===== src/rtl/cnn_layer_accel_macc_ctrl.sv =====
// MACC sequencing controller: counts operand beats per output and drives the
// accumulating DSP's accum/accum_rst through a latency-matched marker pipeline.
module cnn_layer_accel_macc_ctrl #(
   parameter int C_PIPE_LAT  = 3,
   parameter int C_CNT_WIDTH = 16
) (
   input  logic                   clk,
   input  logic                   rst,
   input  logic                   start,
   input  logic [C_CNT_WIDTH-1:0] cfg_accum_len,
   input  logic [C_CNT_WIDTH-1:0] cfg_num_outputs,
   input  logic                   op_valid,
   output logic                   op_ready,
   output logic                   accum_rst,
   output logic                   accum,
   output logic                   result_valid,
   output logic                   busy,
   output logic                   done
);

   typedef enum logic [1:0] {IDLE, RUN, DRAIN, DONE} state_t;

   // One marker per cycle travels alongside the operand to the accumulating DSP.
   typedef struct packed {
      logic v;
      logic first;
      logic last;
   } marker_t;

   localparam logic [C_CNT_WIDTH-1:0] CNT_ONE = C_CNT_WIDTH'(1);

   state_t                 state;
   logic [C_CNT_WIDTH-1:0] len_q;
   logic [C_CNT_WIDTH-1:0] num_q;
   logic [C_CNT_WIDTH-1:0] beat_cnt;
   logic [C_CNT_WIDTH-1:0] out_cnt;
   marker_t                pipe [C_PIPE_LAT];
   marker_t                tap;
   logic                   result_q;
   logic                   accept;
   logic                   beat_last;
   logic                   out_last;
   logic                   pipe_busy;

   assign accept    = op_valid & op_ready;
   assign beat_last = (beat_cnt == len_q - CNT_ONE);
   assign out_last  = (out_cnt == num_q - CNT_ONE);
   assign tap       = pipe[C_PIPE_LAT-1];

   // NOTE: the default before the loop keeps this purely combinational (no latch).
   always_comb begin
      pipe_busy = 1'b0;
      for (int i = 0; i < C_PIPE_LAT; i++) pipe_busy = pipe_busy | pipe[i].v;
   end

   assign op_ready     = (state == RUN);
   assign busy         = (state != IDLE);
   assign done         = (state == DONE);
   assign accum_rst    = tap.v & tap.first;
   assign accum        = tap.v & ~tap.first;
   assign result_valid = result_q;

   always_ff @(posedge clk or posedge rst) begin
      if (rst) begin
         state    <= IDLE;
         len_q    <= '0;
         num_q    <= '0;
         beat_cnt <= '0;
         out_cnt  <= '0;
         result_q <= 1'b0;
         // NOTE: the marker pipeline is reset, unlike a datapath store, so no stale
         //       accum or result_valid can emerge after a reset.
         for (int i = 0; i < C_PIPE_LAT; i++) pipe[i] <= '0;
      end else begin
         // NOTE: non-blocking assignments make every stage shift its old value.
         pipe[0] <= '{v: accept, first: (beat_cnt == '0), last: beat_last};
         for (int i = 1; i < C_PIPE_LAT; i++) pipe[i] <= pipe[i-1];
         result_q <= tap.v & tap.last;

         case (state)
            IDLE: begin
               if (start) begin
                  len_q    <= cfg_accum_len;
                  num_q    <= cfg_num_outputs;
                  beat_cnt <= '0;
                  out_cnt  <= '0;
                  state    <= ((cfg_accum_len != '0) && (cfg_num_outputs != '0)) ? RUN : DONE;
               end
            end
            RUN: begin
               if (accept) begin
                  if (beat_last) begin
                     beat_cnt <= '0;
                     out_cnt  <= out_cnt + CNT_ONE;
                     if (out_last) state <= DRAIN;
                  end else begin
                     beat_cnt <= beat_cnt + CNT_ONE;
                  end
               end
            end
            // Earlier outputs may still be finishing; only the sum that leaves an
            // empty pipeline behind is the final one.
            DRAIN: begin
               if (result_q && !pipe_busy) state <= DONE;
            end
            DONE:    state <= IDLE;
            default: state <= IDLE;
         endcase
      end
   end

endmodule


===== config.mk =====
export PLATFORM = sky130hd
export DESIGN_NAME = cnn_layer_accel_macc_ctrl
export DESIGN_NICKNAME = d
export VERILOG_FILES = /design/src/rtl/cnn_layer_accel_macc_ctrl.sv
export SDC_FILE = /design/constraint.sdc
export NUM_CORES = 1
export LEC_CHECK = 0
export BUFFER_PORTS_ARGS = -buffer_cell sky130_fd_sc_hd__clkbuf_2
export CAP_MARGIN = 5
export CELL_PAD_IN_SITES_DETAIL_PLACEMENT = 1
export CELL_PAD_IN_SITES_GLOBAL_PLACEMENT = 1
export CORE_MARGIN = 1
export CORE_UTILIZATION = 42
export CTS_CLUSTER_SIZE = 10
export DETAILED_ROUTE_END_ITERATION = 8
export GPL_TIMING_DRIVEN = 0
export HOLD_SLACK_MARGIN = 0.03
export PLACE_DENSITY_LB_ADDON = 0.1
export SLEW_MARGIN = 20
export SYNTH_ARGS = -nofsm -noshare
export SYNTH_HDL_FRONTEND = slang
export SYNTH_SLANG_ARGS = --single-unit

===== constraint.sdc =====
create_clock -name clk -period 3.5 [get_ports clk]
set_input_delay 0.35 -clock clk [delete_from_list [all_inputs] [get_ports clk]]
set_output_delay 0.35 -clock clk [all_outputs]
set_load 0.01 [all_outputs]

==> results of run 1 <==
## Yosys cell counts (7+ instances only)
library cell  number  area share
a21oi_1           24       0.026
and3_1            17       0.023
clkbuf_1          11      0.0090
dfrtp_1           76        0.41
ha_1               9       0.024
inv_1             13       0.011
mux2_2            32       0.078
nand2_1           16       0.013
nand3_1           17       0.018
nand4_1           14       0.019
nor2_1            34       0.028
nor3_1            14       0.015
nor4_1            16       0.022
o21ai_0           21       0.023
or3_1             10       0.014
or4_1              7       0.011
xnor2_1           25       0.048
xor2_1            24       0.046
## cell usage in the layout (no fill, tap or decap), types with 8 or more instances in the layout
cell type  instances
nand3_1           17
o21ai_0           21
clkbuf_2          41
inv_1             11
xnor2_1           25
dfrtp_1           74
ha_1               8
nor3_1            12
xor2_1            24
a21oi_1           21
mux2_2            32
nand2_1           16
nand4_1           14
clkbuf_1          14
or3_1             10
nor2_1            34
and3_1            17
clkbuf_8          12
nor4_1            15
## per-stage QoR
stage	utilization	std cells	power (mW)
after CTS	0.500	665	3.84
after floorplan	-	470	2.63
after detailed placement	0.478	648	3.14
after global placement	0.476	647	3.05
after global routing	0.508	668	4.18
final	0.508	668	3.90
## metal layers
layer  global-route usage  vias up  routed length, µm
li1                     -     1858                  -
met1                0.335     1960               6050
met2                0.369       54               5820
met3               0.0389       11                339
met4               0.0783        0                163
met5                    0        -                  0
## registers in the layout, summed over array words and instances, names as in the netlist
name / count
beat_cnt: 16
len_q: 16
num_q: 16
out_cnt: 16
pipe: 9
result_valid: 1
state: 2
## worst reg2reg max path: stages, from the launching register on
cell and delay (ns):
dfrtp_2 0.47, or4_4 0.61, nor4_4 0.31, nor3b_1 0.28
nor3_1 0.12, or4_4 0.59, o21a_4 0.25, buf_6 0.15
or3_1 0.38, a21oi_2 0.16
## power by group
group          leakage, nW  internal, mW  switching, mW
Combinational         1.14         0.778          0.990
Sequential           0.970          1.12          0.367
Clock               0.0937         0.316          0.323
## layout make-up
class                      count  area (µm²)  area share
sequential                    76        1900       0.359
clock inverter                 1        5.00    0.000942
clock buffer                  15         176      0.0332
inverter                      13        51.3     0.00966
multi-input combinational    361        2650       0.499
buffer                        20        93.8      0.0177
timing repair buffer          46         258      0.0485
tap                          136         170      0.0320
## logic make-up after synthesis
| group | synth area share |
|---|---|
| xor gates and xnor gates | 0.0981 |
| DFF | 0.413 |
| AOI/OAI and AO/OA | 0.121 |
| adders and majority gates | 0.0245 |
| muxes | 0.0892 |
| and+or+nand+nor | 0.223 |
| buffers and inverters | 0.0310 |
## final timing paths
| kind | cells past startpoint | endpoint |
|---|---|---|
| max in group asynchronous | 4 | out_cnt[15] |
| min in group asynchronous | 3 | beat_cnt[11] |
| worst max register to register | 9 | out_cnt[11] |
| worst max-delay path | 9 | out_cnt[11] |
| worst min-delay path | 2 | pipe[8] |
| worst min register to register | 0 | pipe[0] |
## repair_timing
| item | 4_1_cts | 5_1_grt |
|---|---|---|
| buffers inserted | 0 | 3 |
| resized for setup | 8 | 12 |
| pin swaps | 0 | 1 |
| hold buffers | 1 | 0 |
| setup endpoints to repair | 32 | 32 |
| endpoints found under the hold margin | 28 | 0 |
==> results.yml, run 1 <==
grt:
  antenna_found_initial: 0
  grt_pass1_vias: 4069
  grtUsageTotal: 0.237
  gr-total-overflow: 0
  grt_max_degree: 41
  grt_pass1_wl_mm: 21.0
cts:
  htree_levels: 3
  cts_tree: "done"
  clk_pin_slew_ns: 0.08
  cts_buffer_depth: 2
  cts_inserted_buffers: 9
  worstSkewPairLatency_ns: 0.36
  clkSinkCount: 76
  clock_tree.root_cell: "clkbuf_8"
logic_synthesis:
  synth_warnings: 0
  syn-mean-instance-area_um2: 9.79
  synth_area_mm2: 0.00460
  synth-edff-count: 0
  synth.distinct_cells: 61
  ys_async_sr_fraction: 1.00
  synth-seq-cells: 76
  syn-num-nets: 515
  ys_seq_area_frac: 0.413
  synth_flop_cell: "dfrtp_1"
  synth_cells: 470
critical_path:
  slowest_stage: "or4_4"
  critPathLaunch: "len_q[3]"
  cp.required_ns: 3.78
  crit_buf_inv: 1
  ff2ff_setup_slack_ns: 0.09
  crit_chain: "or4_4 > nor4_4 > nor3b_1 > nor3_1 > or4_4 > o21a_4 > buf_6 > or3_1 > a21oi_2"
  critPathMaxStageDelay_ns: 0.61
  crit_family: "simple AND/OR/NAND/NOR gates"
  worstSetupEndpointType: "register"
  critPathArrivalTime_ns: 3.70
  worstSetupPathType: "reg -> reg"
  crit_top_cell: "or4_4"
  critPathMaxFanout: 10
  cp-start-kind: "register"
  reg2reg_from: "len_q[3]"
final_layout:
  num_antenna_cells: 0
  final_layout_size_suffix_gt1_frac: 0.226
  fill_cells: 1228
  syn2layout_area_growth_pct: 15.4
  final_area_mm2: 0.00531
  layout.nets: 572
floorplan:
  num_rows: 37
  design.die.area_mm2: 0.0114
  top_level_ports: 42
  coreArea_mm2: 0.0105
  initial_core_util: 0.440
  die_h_um: 107
  die-width_um: 107
timing:
  tightest_slew_ns: 0.937
  final_max_slew_viol_count: 0
  fmax_mhz: 293
  fin_tns_setup_ns: 0
  finalCriticalPeriod_ns: 3.41
  hold_violations: 0
  fin_ws_ns: 0.0856
  period_share: 0.976
  skew_ns: 0.0118
  setup_viol: 0
  timing.hold.ws_ns: 0.229
  max_slew_margin: 0.369
routing:
  vias: 3883
  drt_iter0_markers: 131
  routed_wl_mm: 12.4
  dr.pass1.iters: 4
  ant_nets: 0
  routedWlPerCell_um: 18.5
  viasPerCell: 5.81
  drcViolationCount: 0
placed_design:
  dpl_cell_area_mm2: 0.00500
  portBuffers: 41
  gp_congestion: 0.819
  place_hpwl_mm: 9.37
  place_ws_ns: -0.206
status:
  outcome: "finished, final reports clean"
power_and_ir_drop:
  leakagePower_nw: 2.20
  ir_drop_v: 0.000383
  powerDensity_mw_per_mm2: 734
worst_hold_path:
  hp-class: "in -> reg"
  min_from: "op_valid"
flow_run:
  timing.max_cap.violations: 0
(Power assumes the default switching activity.)
==> run 2: changes to the inputs <==
--- a/config.mk
+++ b/config.mk
@@ -9,12 +9,12 @@
 export CAP_MARGIN = 5
 export CELL_PAD_IN_SITES_DETAIL_PLACEMENT = 1
 export CELL_PAD_IN_SITES_GLOBAL_PLACEMENT = 1
-export CORE_MARGIN = 1
 export CORE_UTILIZATION = 42
 export CTS_CLUSTER_SIZE = 10
 export DETAILED_ROUTE_END_ITERATION = 8
 export GPL_TIMING_DRIVEN = 0
 export HOLD_SLACK_MARGIN = 0.03
+export MAX_ROUTING_LAYER = met4
 export PLACE_DENSITY_LB_ADDON = 0.1
 export SLEW_MARGIN = 20
 export SYNTH_ARGS = -nofsm -noshare
==> results.yml, run 2 (same netlist as run 1, synthesis figures left out) <==
status:
  outcome: "finished, final reports clean"
final_layout:
  syn2layout_area_growth_pct: 15.5
  final_layout_size_suffix_gt1_frac: 0.227
  layout.nets: 572
  final_cell_mix: "74 x dfrtp_1, 41 x clkbuf_2, 34 x nor2_1"
  final_common_cell: "dfrtp_1"
  final_area_mm2: 0.00532
  num_antenna_cells: 0
critical_path:
  cp.required_ns: 3.78
  cp-start-kind: "register"
  critPathArrivalTime_ns: 3.70
  slowest_stage: "or4_4"
  worstSetupPathType: "reg -> reg"
  crit_chain: "or4_4 > nor4_4 > nor3b_1 > nor3_1 > or4_4 > o21a_4 > buf_6 > or3_1 > a21oi_2"
  rr_worst_depth: 9
  critPathMaxFanout: 10
  critPathMaxStageDelay_ns: 0.61
  worstSetupEndpointType: "register"
  crit_top_cell: "or4_4"
power_and_ir_drop:
  pwr-share-comb: 0.455
  p_sw_mw: 1.68
  leakagePower_nw: 2.20
  p_int_mw: 2.22
  switching_share: 0.431
  seq_power_share: 0.382
  clock_power_share: 0.163
  ir_drop_v: 0.000383
  powerDensity_mw_per_mm2: 734
timing:
  final_max_slew_viol_count: 0
  period_share: 0.976
  fin_ws_ns: 0.0848
  setup_viol: 0
  hold_violations: 0
  max_slew_margin: 0.368
  fmax_mhz: 293
  tightest_slew_ns: 0.939
  skew_ns: 0.0109
  finalCriticalPeriod_ns: 3.42
placed_design:
  dpl_cell_area_mm2: 0.00500
  gp_congestion: 0.831
  place_ws_ns: -0.206
  portBuffers: 41
  place_hpwl_mm: 9.37
grt:
  grt_pass1_vias: 4070
  grt_max_degree: 41
  antenna_found_initial: 0
  grtUsageTotal: 0.244
  gr-total-overflow: 0
  grt_pass1_wl_mm: 21.0
floorplan:
  design.die.area_mm2: 0.0114
  die_h_um: 107
  initial_core_util: 0.440
  die-width_um: 107
  top_level_ports: 42
  coreArea_mm2: 0.0105
  num_rows: 37
flow_run:
  timing.max_cap.violations: 0
routing:
  drt_iter0_markers: 145
  drcViolationCount: 0
  routed_wl_mm: 12.4
  ant_nets: 0
  vias: 3878
  dr.pass1.iters: 4
  routedWlPerCell_um: 18.5
  viasPerCell: 5.81
cts:
  clkSinkCount: 76
  htree_levels: 3
  cts_inserted_buffers: 9
  worstSkewPairLatency_ns: 0.36
  clock_tree.root_cell: "clkbuf_8"
  clk_pin_slew_ns: 0.08
  cts_tree: "done"
  cts_buffer_depth: 2
worst_hold_path:
  holdPathStages: 2
  hp-class: "in -> reg"
## run 2: cell count changes in the layout (fill, tap and decap cells not counted)
cell,change
a21oi_1,-1
a21oi_2,+1
## run 2: metal layers
layer	vias to the layer above	track usage	wire length (µm)
li1	1861	-	-
met1	1940	0.336	6050
met2	65	0.369	5760
met3	12	0.0389	386
met4	0	0.0753	169
met5	-	-	0
## run 2: power groups by stage
stage	logic, mW	registers (mW)	clock network (mW)
floorplan	1.27	1.36	0
global placement	1.59	1.46	0
detailed placement	1.66	1.48	0
CTS	1.71	1.47	0.659
global route	1.96	1.54	0.692
finish	1.78	1.49	0.637
## run 2: final cells by class
type	instances	area [µm²]
clock buffers	15	176
multi-input cells	361	2660
clock inverters	1	5.00
inverters	13	51.3
plain buffers	20	93.8
fillers	1226	5150
well taps	136	170
repair buffers	46	258
flip-flops and latches	76	1900
## run 2: critical path, delay by kind of cell, from the launching register on
kind / cells / cell delay (ns)
AND/OR/NAND/NOR: 6 / 2.30
flip-flops: 1 / 0.47
AO/OA/AOI/OAI: 2 / 0.41
buffers and inverters: 1 / 0.15
## run 2: worst paths after layout
| kind | start | to | slack [ns] |
|---|---|---|---|
| worst min register to register | pipe[3] | pipe[0] | 0.35 |
| worst max register to register | len_q[3] | out_cnt[11] | 0.08 |
| worst min-delay path | op_valid | pipe[8] | 0.23 |
| worst max-delay path | len_q[3] | out_cnt[11] | 0.08 |
| min in group asynchronous | rst | beat_cnt[11] | 0.55 |
| max in group asynchronous | rst | out_cnt[15] | 2.37 |
## run 2: repair_timing
item,CTS,global route
buffers inserted,0,3
pin swaps,0,1
hold endpoints to repair,28,0
setup endpoints to repair,32,32
gates resized for setup,8,13
hold buffers,1,0
## run 2: through the flow
stage	power, mW	hold slack (ns)	std cells	utilization	setup TNS [ns]
after floorplan	2.63	0.331	470	-	0
after global placement	3.05	0.339	647	0.476	-1.14
after global routing	4.19	0.232	668	0.508	-0.0690
after CTS	3.84	0.220	665	0.500	0
final	3.90	0.230	668	0.508	0
after detailed placement	3.14	0.339	648	0.478	-3.75
==> run 3: changes to the inputs <==
--- a/config.mk
+++ b/config.mk
@@ -5,13 +5,13 @@
 export SDC_FILE = /design/constraint.sdc
 export NUM_CORES = 1
 export LEC_CHECK = 0
-export BUFFER_PORTS_ARGS = -buffer_cell sky130_fd_sc_hd__clkbuf_2
 export CAP_MARGIN = 5
 export CELL_PAD_IN_SITES_DETAIL_PLACEMENT = 1
 export CELL_PAD_IN_SITES_GLOBAL_PLACEMENT = 1
-export CORE_UTILIZATION = 42
+export CORE_UTILIZATION = 45
 export CTS_CLUSTER_SIZE = 10
 export DETAILED_ROUTE_END_ITERATION = 8
+export DONT_BUFFER_PORTS = 1
 export GPL_TIMING_DRIVEN = 0
 export HOLD_SLACK_MARGIN = 0.03
 export MAX_ROUTING_LAYER = met4
==> results.yml, run 3 (same netlist as run 1, synthesis figures left out) <==
final_layout:
  final_core_util: 0.523
  final_layout_size_suffix_gt1_frac: 0.166
  syn2layout_area_growth_pct: 12.0
  fill_cells: 1107
  num_antenna_cells: 0
  final_cell_mix: "75 x dfrtp_1, 34 x nor2_1, 32 x mux2_2"
  stdcell_count: 622
  final_common_cell: "dfrtp_1"
  layout.nets: 530
  final_area_mm2: 0.00516
critical_path:
  ff2ff_setup_slack_ns: 0.17
  slowest_stage: "or4_4"
  critPathArrivalTime_ns: 3.63
  crit_top_cell: "or4_4"
  critPathMaxStageDelay_ns: 0.62
  critPathMaxFanout: 7
  crit_chain: "or4_4 > nor4_4 > nor3b_1 > nor3_1 > or4_4 > o21a_4 > or4_1 > a21oi_2"
  crit_buf_inv: 0
  critPathLaunch: "len_q[3]"
  reg2reg_from: "len_q[3]"
  worstSetupPathType: "reg -> reg"
  cp-start-kind: "register"
  r2r_end: "out_cnt[15]"
  crit_family: "simple AND/OR/NAND/NOR gates"
  worstSetupEndpointType: "register"
  cp.required_ns: 3.79
  rr_worst_depth: 8
routing:
  routed_wl_mm: 12.1
  drcViolationCount: 0
  routedWlPerCell_um: 19.5
  vias: 3779
  viasPerCell: 6.08
  dr.pass1.iters: 4
  drt_iter0_markers: 121
  ant_nets: 0
floorplan:
  die_h_um: 103
  design.die.area_mm2: 0.0106
  die-width_um: 103
  initial_core_util: 0.467
  top_level_ports: 42
  num_rows: 36
  coreArea_mm2: 0.00986
grt:
  grtUsageTotal: 0.254
  grt_pass1_wl_mm: 20.0
  antenna_found_initial: 0
  grt_pass1_vias: 4006
  grt_max_degree: 46
  gr-total-overflow: 0
flow_run:
  timing.max_cap.violations: 0
power_and_ir_drop:
  leakagePower_nw: 2.06
  powerDensity_mw_per_mm2: 780
  fin_total_pwr_mw: 4.03
  ir_drop_v: 0.000452
cts:
  cts_inserted_buffers: 9
  htree_levels: 3
  worstSkewPairLatency_ns: 0.36
  clk_pin_slew_ns: 0.08
  cts_tree: "done"
  clock_tree.root_cell: "clkbuf_8"
  clkSinkCount: 76
  cts_buffer_depth: 2
timing:
  final_max_slew_viol_count: 0
  fin_tns_setup_ns: 0
  finalCriticalPeriod_ns: 3.33
  skew_ns: 0.0119
  setup_viol: 0
  hold_violations: 0
  fin_ws_ns: 0.166
  timing.hold.ws_ns: 0.133
  fmax_mhz: 300
  tightest_slew_ns: 1.01
  period_share: 0.953
  max_slew_margin: 0.319
  grt_setup_unrepaired: "true"
worst_hold_path:
  min_from: "cfg_num_outputs[13]"
  holdPathEnd: "num_q[13]"
  hp-class: "in -> reg"
  holdPathStages: 1
placed_design:
  place_ws_ns: -0.164
  place_hpwl_mm: 9.13
  dpl.cell_count: 604
  portBuffers: 0
  gp_congestion: 0.828
  dpl_cell_area_mm2: 0.00480
status:
  outcome: "finished, final reports clean"
run 3: cell count changes in the layout (fill, tap and decap cells not counted), moves of 2 or more:
cell | previous run | this run
clkbuf_1 | 14 | 11
clkbuf_8 | 12 | 10
bufinv_16 | 0 | 3
clkbuf_2 | 41 | 0
run 3: worst reg2reg max path, stage by stage, from the launching register on:
cell and delay, ns:
dfrtp_1 0.47, or4_4 0.62, nor4_4 0.31, nor3b_1 0.24
nor3_1 0.12, or4_4 0.59, o21a_4 0.25, or4_1 0.52
a21oi_2 0.15
run 3: worst max path at each step:
stage	slack [ns]	endpoint	depth (start not counted)
2_1_floorplan	0.19	out_cnt[5]	11
3_3_place_gp	-0.09	beat_cnt[9]	12
3_5_place_dp	-0.16	beat_cnt[11]	11
4_1_cts	0.02	out_cnt[7]	12
5_1_grt	-0.06	beat_cnt[0]	14
6_report	0.17	out_cnt[15]	8
run 3: layout make-up:
type	instances	area, µm²	share of cell area
plain buffers	20	93.8	0.0182
clock buffers	10	138	0.0267
clock inverters	5	100	0.0194
inverters	13	51.3	0.00995
multi-input cells	361	2650	0.514
flip-flops and latches	76	1900	0.369
well taps	133	166	0.0323
repair buffers	4	52.6	0.0102
run 3: what timing repair did:
item	CTS	global route
pin swaps	0	1
hold buffers	1	0
gates resized for setup	10	11
hold endpoints to repair	31	0
endpoints found under the setup margin	32	19
setup buffers	0	2
run 3: per-layer routing:
| layer | GRT usage | part of all wire | vias to the layer above | wire, µm |
|---|---|---|---|---|
| met3 | 0.0441 | 0.034 | 19 | 409 |
| met1 | 0.347 | 0.49 | 1930 | 5910 |
| met2 | 0.378 | 0.46 | 51 | 5560 |
| li1 | - | - | 1779 | - |
| met4 | 0.0910 | 0.020 | 0 | 244 |
| met5 | - | 0 | - | 0 |
run 3: power by group:
part           internal (mW)  total, mW  switching [mW]
registers               1.12       1.48           0.358
logic                  0.751       1.73           0.975
clock network          0.487      0.819           0.332
total                   2.36       4.03            1.67
